## src/rtl/mips_pkg.sv

```systemverilog
// Shared MIPS32 control constants: opcodes, funct codes, ALU operation codes and FSM states.
// Latency: n/a (constants and a pure combinational helper).
// Backpressure: n/a.
package mips_pkg;

  // Opcode field instr[31:26]
  localparam logic [5:0] OP_RTYPE = 6'b000000;
  localparam logic [5:0] OP_LW    = 6'b100011;
  localparam logic [5:0] OP_SW    = 6'b101011;
  localparam logic [5:0] OP_BEQ   = 6'b000100;
  localparam logic [5:0] OP_ADDI  = 6'b001000;

  // Funct field instr[5:0] for R-type
  localparam logic [5:0] F_ADD = 6'b100000;
  localparam logic [5:0] F_SUB = 6'b100010;
  localparam logic [5:0] F_AND = 6'b100100;
  localparam logic [5:0] F_OR  = 6'b100101;
  localparam logic [5:0] F_SLT = 6'b101010;

  // ALU operation codes driven on ControlALU
  localparam logic [2:0] ALU_ADD = 3'b010;
  localparam logic [2:0] ALU_SUB = 3'b110;
  localparam logic [2:0] ALU_AND = 3'b000;
  localparam logic [2:0] ALU_OR  = 3'b001;
  localparam logic [2:0] ALU_SLT = 3'b111;

  // Main control FSM states; encodings 5 and 6 are unused and recover to IF
  typedef enum logic [2:0] {
    S_IF   = 3'd0,
    S_ID   = 3'd1,
    S_EX   = 3'd2,
    S_MEM  = 3'd3,
    S_WB   = 3'd4,
    S_TRAP = 3'd7
  } state_t;

  // True for every opcode the control unit knows how to sequence
  function automatic logic opcode_known(input logic [5:0] op);
    case (op)
      OP_RTYPE, OP_LW, OP_SW, OP_BEQ, OP_ADDI: opcode_known = 1'b1;
      default:                                 opcode_known = 1'b0;
    endcase
  endfunction

endpackage

```

## src/rtl/control_alu.sv

```systemverilog
// R-type funct to ALU operation decode, with a flag for recognised funct codes.
// Latency: combinational, zero cycles.
// Backpressure: none.
module control_alu
  import mips_pkg::*;
(
  input  logic [5:0] funct_i,
  output logic [2:0] alu_op_o,
  output logic       funct_valid_o
);

  // Unknown funct codes fall back to add but are flagged so the FSM can reject them
  always_comb begin
    alu_op_o      = ALU_ADD;
    funct_valid_o = 1'b1;
    case (funct_i)
      F_ADD:   alu_op_o = ALU_ADD;
      F_SUB:   alu_op_o = ALU_SUB;
      F_AND:   alu_op_o = ALU_AND;
      F_OR:    alu_op_o = ALU_OR;
      F_SLT:   alu_op_o = ALU_SLT;
      default: funct_valid_o = 1'b0;
    endcase
  end

endmodule

```

## src/rtl/unidad_control.sv

```systemverilog
// Multicycle MIPS32 main control FSM: IF/ID/EX/MEM/WB sequencing with all writes in the final state.
// Latency: 3 (BEQ), 4 (R-type, SW, ADDI) or 5 (LW) clocks per instruction; illegal ops trap or take 2 clocks as NOP.
// Backpressure: none; the datapath is assumed to complete every state in one clock.
module unidad_control
  import mips_pkg::*;
#(
  parameter bit TRAP_ON_ILLEGAL = 1'b1
) (
  input  logic       clk,
  input  logic       reset,
  input  logic [5:0] instrucc,
  input  logic [5:0] funct,
  input  logic       zero,
  output logic       RegDest,
  output logic       FuenteALU,
  output logic       MemaReg,
  output logic       LeerMem,
  output logic       EscrMem,
  output logic       EscrReg,
  output logic       FuentePC,
  output logic       EscrPC,
  output logic [2:0] ControlALU,
  output logic       fin_instr,
  output logic       error,
  output logic [2:0] estado
);

  state_t     estado_q, estado_d;
  logic [5:0] opcode_q;
  logic [5:0] funct_q;
  logic [2:0] alu_rtype;
  logic       funct_valid;
  logic       legal;

  // Write-type strobes before reset gating
  logic       escr_mem_c, escr_reg_c, escr_pc_c, fin_c;

  control_alu u_control_alu (
    .funct_i       (funct_q),
    .alu_op_o      (alu_rtype),
    .funct_valid_o (funct_valid)
  );

  assign legal  = opcode_known(opcode_q) && ((opcode_q != OP_RTYPE) || funct_valid);
  assign estado = estado_q;

  // State register; instruction fields are captured only on the IF->ID edge
  always_ff @(posedge clk) begin
    if (reset) begin
      estado_q <= S_IF;
      opcode_q <= '0;
      funct_q  <= '0;
    end else begin
      estado_q <= estado_d;
      if (estado_q == S_IF) begin
        opcode_q <= instrucc;
        funct_q  <= funct;
      end
    end
  end

  // Next-state sequencing per opcode
  always_comb begin
    estado_d = S_IF;
    case (estado_q)
      S_IF: estado_d = S_ID;
      S_ID: begin
        if (legal)                estado_d = S_EX;
        else if (TRAP_ON_ILLEGAL) estado_d = S_TRAP;
        else                      estado_d = S_IF;
      end
      S_EX: begin
        case (opcode_q)
          OP_RTYPE, OP_ADDI: estado_d = S_WB;
          OP_LW, OP_SW:      estado_d = S_MEM;
          default:           estado_d = S_IF;
        endcase
      end
      S_MEM: estado_d = (opcode_q == OP_LW) ? S_WB : S_IF;
      S_WB:   estado_d = S_IF;
      S_TRAP: estado_d = S_TRAP;
      default: estado_d = S_IF;
    endcase
  end

  // Moore outputs from state and latched fields; only BEQ's EX looks at live zero
  always_comb begin
    RegDest    = 1'b0;
    FuenteALU  = 1'b0;
    MemaReg    = 1'b0;
    LeerMem    = 1'b0;
    FuentePC   = 1'b0;
    ControlALU = ALU_ADD;
    error      = 1'b0;
    escr_mem_c = 1'b0;
    escr_reg_c = 1'b0;
    escr_pc_c  = 1'b0;
    fin_c      = 1'b0;

    // Mux selects stay fixed from ID to the final state of a legal instruction
    if ((estado_q == S_ID || estado_q == S_EX || estado_q == S_MEM || estado_q == S_WB) && legal) begin
      case (opcode_q)
        OP_RTYPE: begin
          RegDest    = 1'b1;
          ControlALU = alu_rtype;
        end
        OP_LW: begin
          FuenteALU = 1'b1;
          MemaReg   = 1'b1;
        end
        OP_SW:   FuenteALU  = 1'b1;
        OP_BEQ:  ControlALU = ALU_SUB;
        OP_ADDI: FuenteALU  = 1'b1;
        default: ;
      endcase
    end

    case (estado_q)
      S_ID: begin
        // Illegal instruction retired as a NOP: just step the PC
        if (!legal && !TRAP_ON_ILLEGAL) begin
          escr_pc_c = 1'b1;
          fin_c     = 1'b1;
        end
      end
      S_EX: begin
        if (opcode_q == OP_LW) LeerMem = 1'b1;
        if (opcode_q == OP_BEQ) begin
          FuentePC  = zero;
          escr_pc_c = 1'b1;
          fin_c     = 1'b1;
        end
      end
      S_MEM: begin
        if (opcode_q == OP_LW) LeerMem = 1'b1;
        if (opcode_q == OP_SW) begin
          escr_mem_c = 1'b1;
          escr_pc_c  = 1'b1;
          fin_c      = 1'b1;
        end
      end
      S_WB: begin
        escr_reg_c = 1'b1;
        escr_pc_c  = 1'b1;
        fin_c      = 1'b1;
      end
      S_TRAP: error = 1'b1;
      default: ;
    endcase
  end

  // A reset landing on a final state must not let that state's writes through
  assign EscrMem   = escr_mem_c & ~reset;
  assign EscrReg   = escr_reg_c & ~reset;
  assign EscrPC    = escr_pc_c  & ~reset;
  assign fin_instr = fin_c      & ~reset;

endmodule

```

## config.mk

```make
export PLATFORM = sky130hd
export DESIGN_NAME = unidad_control
export DESIGN_NICKNAME = d
export VERILOG_FILES = /design/src/rtl/mips_pkg.sv /design/src/rtl/control_alu.sv /design/src/rtl/unidad_control.sv
export SDC_FILE = /design/constraint.sdc
export NUM_CORES = 1
export LEC_CHECK = 0
export BUFFER_PORTS_ARGS = -buffer_cell sky130_fd_sc_hd__buf_2
export CORE_MARGIN = 1
export CORE_UTILIZATION = 52
export DETAILED_ROUTE_END_ITERATION = 7
export MAX_ROUTING_LAYER = met4
export PLACE_DENSITY_LB_ADDON = 0.3
export SLEW_MARGIN = 30
export SYNTH_ARGS = -nofsm -noshare
export SYNTH_HDL_FRONTEND = slang
export SYNTH_SLANG_ARGS = --single-unit
```

## constraint.sdc

```tcl
create_clock -name clk -period 3.1 [get_ports clk]
set_input_delay 0.465 -clock clk [delete_from_list [all_inputs] [get_ports clk]]
set_output_delay 0.465 -clock clk [all_outputs]
set_load 0.03 [all_outputs]
```

==> Word level (Yosys, flattened, before mapping) <==
Cells that the tools add are included.
{ "word_totals": {"regBits": 15, "output_inout_bits": 16, "elab_cells": 60} }
{ "op_classes": {"eq_ne": 14, "mux": 24, "bitwise_logic": 4, "reduce_logical": 15} }
{ "ops": {"columns": ["op", "n"], "rows": [
  ["$eq 6x6->1 const B", 7],
  ["$mux 1", 16],
  ["$pmux 3 s5", 1],
  ["$pmux 3 s2", 2],
  ["$pmux 3 s4", 1],
  ["$reduce_or 5->1", 2],
  ["$mux 3", 3],
  ["$eq 3x2->1 const B", 2],
  ["$eq 3x3->1 const B", 2],
  ["$eq 6x3->1 const B", 1],
  ["$eq 6x4->1 const B", 1],
  ["$logic_not 6->1", 1],
  ["$reduce_bool 6->1", 1],
  ["$reduce_or 2->1", 3],
  ["$logic_or 1x1->1", 4],
  ["$and 1x1->1", 3],
  ["$eq 3x1->1 const B", 1],
  ["$logic_not 3->1", 1],
  ["$pmux 1 s3", 1],
  ["$reduce_or 3->1", 1],
  ["$logic_and 1x1->1", 2],
  ["$not 1->1", 1]
]} }

==> Logic depth before layout (Yosys ltp) <==
{ "logic_depth": {"word_depth": 7, "ltp_mapped": 6} }

==> Cells and area by module <==
From an unflattened synthesis, not the netlist that was laid out.
{ "unflattened": {"hier_cells": 121, "area_unflattened_um2": 870.8} }
{ "modules_own_cells": {"columns": ["mod", "n_inst", "cells_per_inst", "area_each_um2"], "rows": [
  ["unidad_control", 1, 112, 784.5],
  ["control_alu", 1, 9, 86.3]
]} }

==> Least setup slack after synthesis <==
No wires, ideal clock.
{ "synth_path": {"path_kind": "register to output", "startpoint": "reg estado_q[1] (netlist: estado[1])", "endpoint": "out fin_instr", "arrival_time_ns": 2.167, "setup_slack_ns": 0.468, "path_stages_with_launch": 6, "path_buffers": 2, "cell_sequence": "dfxtp_1 -> clkbuf_1 -> nand2_1 -> nor4_2 -> a21o_1 -> buf_4"} }
{ "synth_via": {"elab_chain_cells": 3} }
{ "synth_rtl": {"columns": ["item", "line_no", "source"], "rows": [
  ["start: declaration", "unidad_control.sv:28", "state_t estado_q, estado_d;"],
  ["start signal: assignment", "unidad_control.sv:54", "estado_q <= estado_d;"],
  ["$eq 3x3->1 / $eq 3x2->1 (equally long branches)", null, null],
  ["$pmux 1 s3 (*)", null, null],
  ["$and 1x1->1 (*)", null, null],
  ["end: declaration", "unidad_control.sv:23", "output logic fin_instr,"]
]} }
Every way passes the cells marked *; elsewhere a longest branch is shown, timed or not.

==> Worst setup path in the final report <==
{ "layout_path": {"startpoint": "reg estado_q[1] (netlist: estado[1])", "endpoint": "out ControlALU[0]"} }
{ "layout_via": {"elab_chain_cells": 6} }
{ "layout_rtl": {"columns": ["item", "line_no", "source"], "rows": [
  ["$eq 3x1->1 / $eq 3x2->1 (equally long branches)", "unidad_control.sv:101", "if ((estado_q == S_ID || estado_q == S_EX || estado_q == S_MEM || estado_q == S_WB) && legal) begin"],
  ["$logic_or 1x1->1 (2 in a row)", "unidad_control.sv:101", null],
  ["$logic_or 1x1->1 (*)", "unidad_control.sv:101", null],
  ["$logic_and 1x1->1 (*)", "unidad_control.sv:101", null],
  ["$mux 3 (*)", "unidad_control.sv:101", null],
  ["end: declaration", "unidad_control.sv:22", "output logic [2:0] ControlALU,"]
]} }
Marked as above.

==> metrics.yaml <==
run_status:
  status: "finished with violations"
  violations: "design-rule violations"
grt:
  overflow: 0
  grt_max_degree: 21
  grt_usage: 0.2383
  grt_pass1_vias: 742
  grt_pass1_wl_mm: 3.263
  antenna_found_initial: 0
layout:
  fin_nets: 158
  drive_gt1_frac: 0.2958
  diodes: 0
  syn2layout_area_growth_pct: 17.30
detailed_routing:
  num_vias: 901
  viasPerCell: 5.703
  routed_wirelength_mm: 1.946
  drc: 8
  avgRoutedWirePerCell_um: 12.32
  first_iter_violations: 42
  firstDrtPassIters: 7
  postRouteAntennaNets: 0
cts:
  cts_root_buffer: "clkbuf_4"
  cts_sinks: 15
  ctsLongestPathBuffers: 2
  htreeDepth: 1
  clk_pin_slew_ns: 0.08
  cts.repair.resized: 0
  numCtsBuffers: 3
  cts-hold-fix-buffers: 0
  cts_tree: "built"
  insertion_delay_ns: 0.28
  cts_setup_buffers: 0
logic_synthesis:
  synth_top_area_share: 0.3376
  synth_edf_count: 0
  synth_common_cells: "nand2_1, dfxtp_1, a21oi_1, clkbuf_1"
  ys_async_sr_fraction: 0
  synth-seq-cells: 15
  yosysTopAreaCell: "dfxtp_1"
  syn_area_um2: 889.6
  synth_fp_nets: 132
  yosysWarnings: 0
  synth_most_common_cell: "nand2_1"
  avgSynthCellArea_um2: 7.603
  synthCells: 117
  synth_ff_type: "dfxtp_1"
  synthTopCellsByArea: "dfxtp_1, nand2_1, a21oi_1"
  synth.distinct_cells: 35
  ys_seq_area_frac: 0.3376
floorplanning:
  dieArea_mm2: 0.001880
  pin_count: 31
  start_util: 0.5706
  dieHeight_um: 43.36
  row_count: 14
  coreArea_mm2: 0.001559
  die_w_um: 43.36
setup_path:
  path_cells: "or3_1 > nand2_1 > nor4_4 > and2b_1 > buf_2"
  end_kind: "output port"
  path_depth: 5
  crit_arrival_ns: 2.09
  critPathKind: "flip-flop to output port"
  crit_family: "simple AND/OR/NAND/NOR gates"
  reg2reg_depth: 4
  worst_setup_path_start_kind: "flip-flop"
  worst_path_largest_cell_delay_ns: 0.58
  critPathSlowestCell: "dfxtp_1"
  required_ns: 2.63
  critPathBufInv: 1
  crit_path_max_fanout: 15
sta:
  period_share: 0.8230
  fmax_mhz: 391.9
  report.final.slew_viol_count: 0
  hold_viol: 0
  min_period_ns: 2.551
  hold_ws_ns: 0.4076
  worst-slew-pin-transition_ns: 0.4102
  finalClockSkew_ns: 0.002012
  slew_headroom: 0.7262
  fin_tns_setup_ns: 0
  setup_viol: 0
  rsz0062_at_grt: "false"
flow_run:
  maxCapViolations: 0
hold_path:
  min_path_type: "input pin to flip-flop"
  whs_path_depth: 3
placed_design:
  port_buffers: 30
  dp_hpwl_mm: 1.415
  gp_congestion: 0.7852
power:
  p_leak_nw: 0.4849
  irDropWorstVdd_mv: 0.5005
  powerDensity_mw_per_mm2: 1028
  power.total_w: 0.001072
[stage by stage]
stage	cell area (um^2)	util	setup WS [ns]	instances
3_3_place_gp	1017	0.6525	0.9167	154
4_1_cts	1044	0.6693	0.5270	158
3_5_place_dp	1017	0.6525	0.8565	154
6_report	1044	0.6693	0.5486	158
2_1_floorplan	889.6	-	0.4678	117
5_1_grt	1044	0.6693	0.3354	158
[report_power, final]
group          internal [W]  switching [W]
Combinational      0.000205       0.000359
Clock             0.0000500      0.0000610
Sequential         0.000267       0.000131
Total              0.000522       0.000550
[area by class of cell]
type | instances | area, um^2
timing repair buffer | 31 | 157.7
inverter | 4 | 15.01
fill | 129 | 515.5
clock buffer | 4 | 26.28
multi-input combinational | 88 | 524.3
sequential | 15 | 300.3
tap | 16 | 20.02
[placed cells by master, fill, tap and decap left out, types with 3 or more instances in the layout]
cell and instances:
nor2_1 5, nand2_1 32, a21oi_1 14, nor3_1 5
buf_2 30, nor4_1 3, inv_1 4, dfxtp_1 15
clkbuf_4 3
[layer usage]
layer	share of wire	wire, um	up-vias	GRT usage
li1	-	-	458	-
met1	0.47	906	410	0.3220
met2	0.47	914	29	0.3485
met3	0.052	102	4	0.03750
met4	0.012	24	0	0.1125
met5	0	0	-	-
[final timing paths]
path	slack [ns]	start	to
worst max register to register	1.65	opcode_q[2]	estado[0]
worst min register to register	0.46	funct_q[5]	funct_q[5]
worst max-delay path	0.55	estado[1]	ControlALU[0]
worst min-delay path	0.41	funct[1]	funct_q[1]
[state kept, by name, summed over array words and instances, names as in the netlist]
register	flops
estado	3
opcode_q	6
funct_q	6
[tightest hold or removal path: cells and delay by family]
family | cells | cell delay [ns]
AND/OR/NAND/NOR | 1 | 0.04
buffers and inverters | 1 | 0.09
AO/OA/AOI/OAI | 1 | 0.05
[cells by family after synthesis]
kind of cell,after synthesis,share of synthesized area
buf+inv,14,0.07313
simple gates,61,0.3952
compound gates,27,0.1941
flops,15,0.3376
No activity file was read; power rests on OpenSTA's default activity.
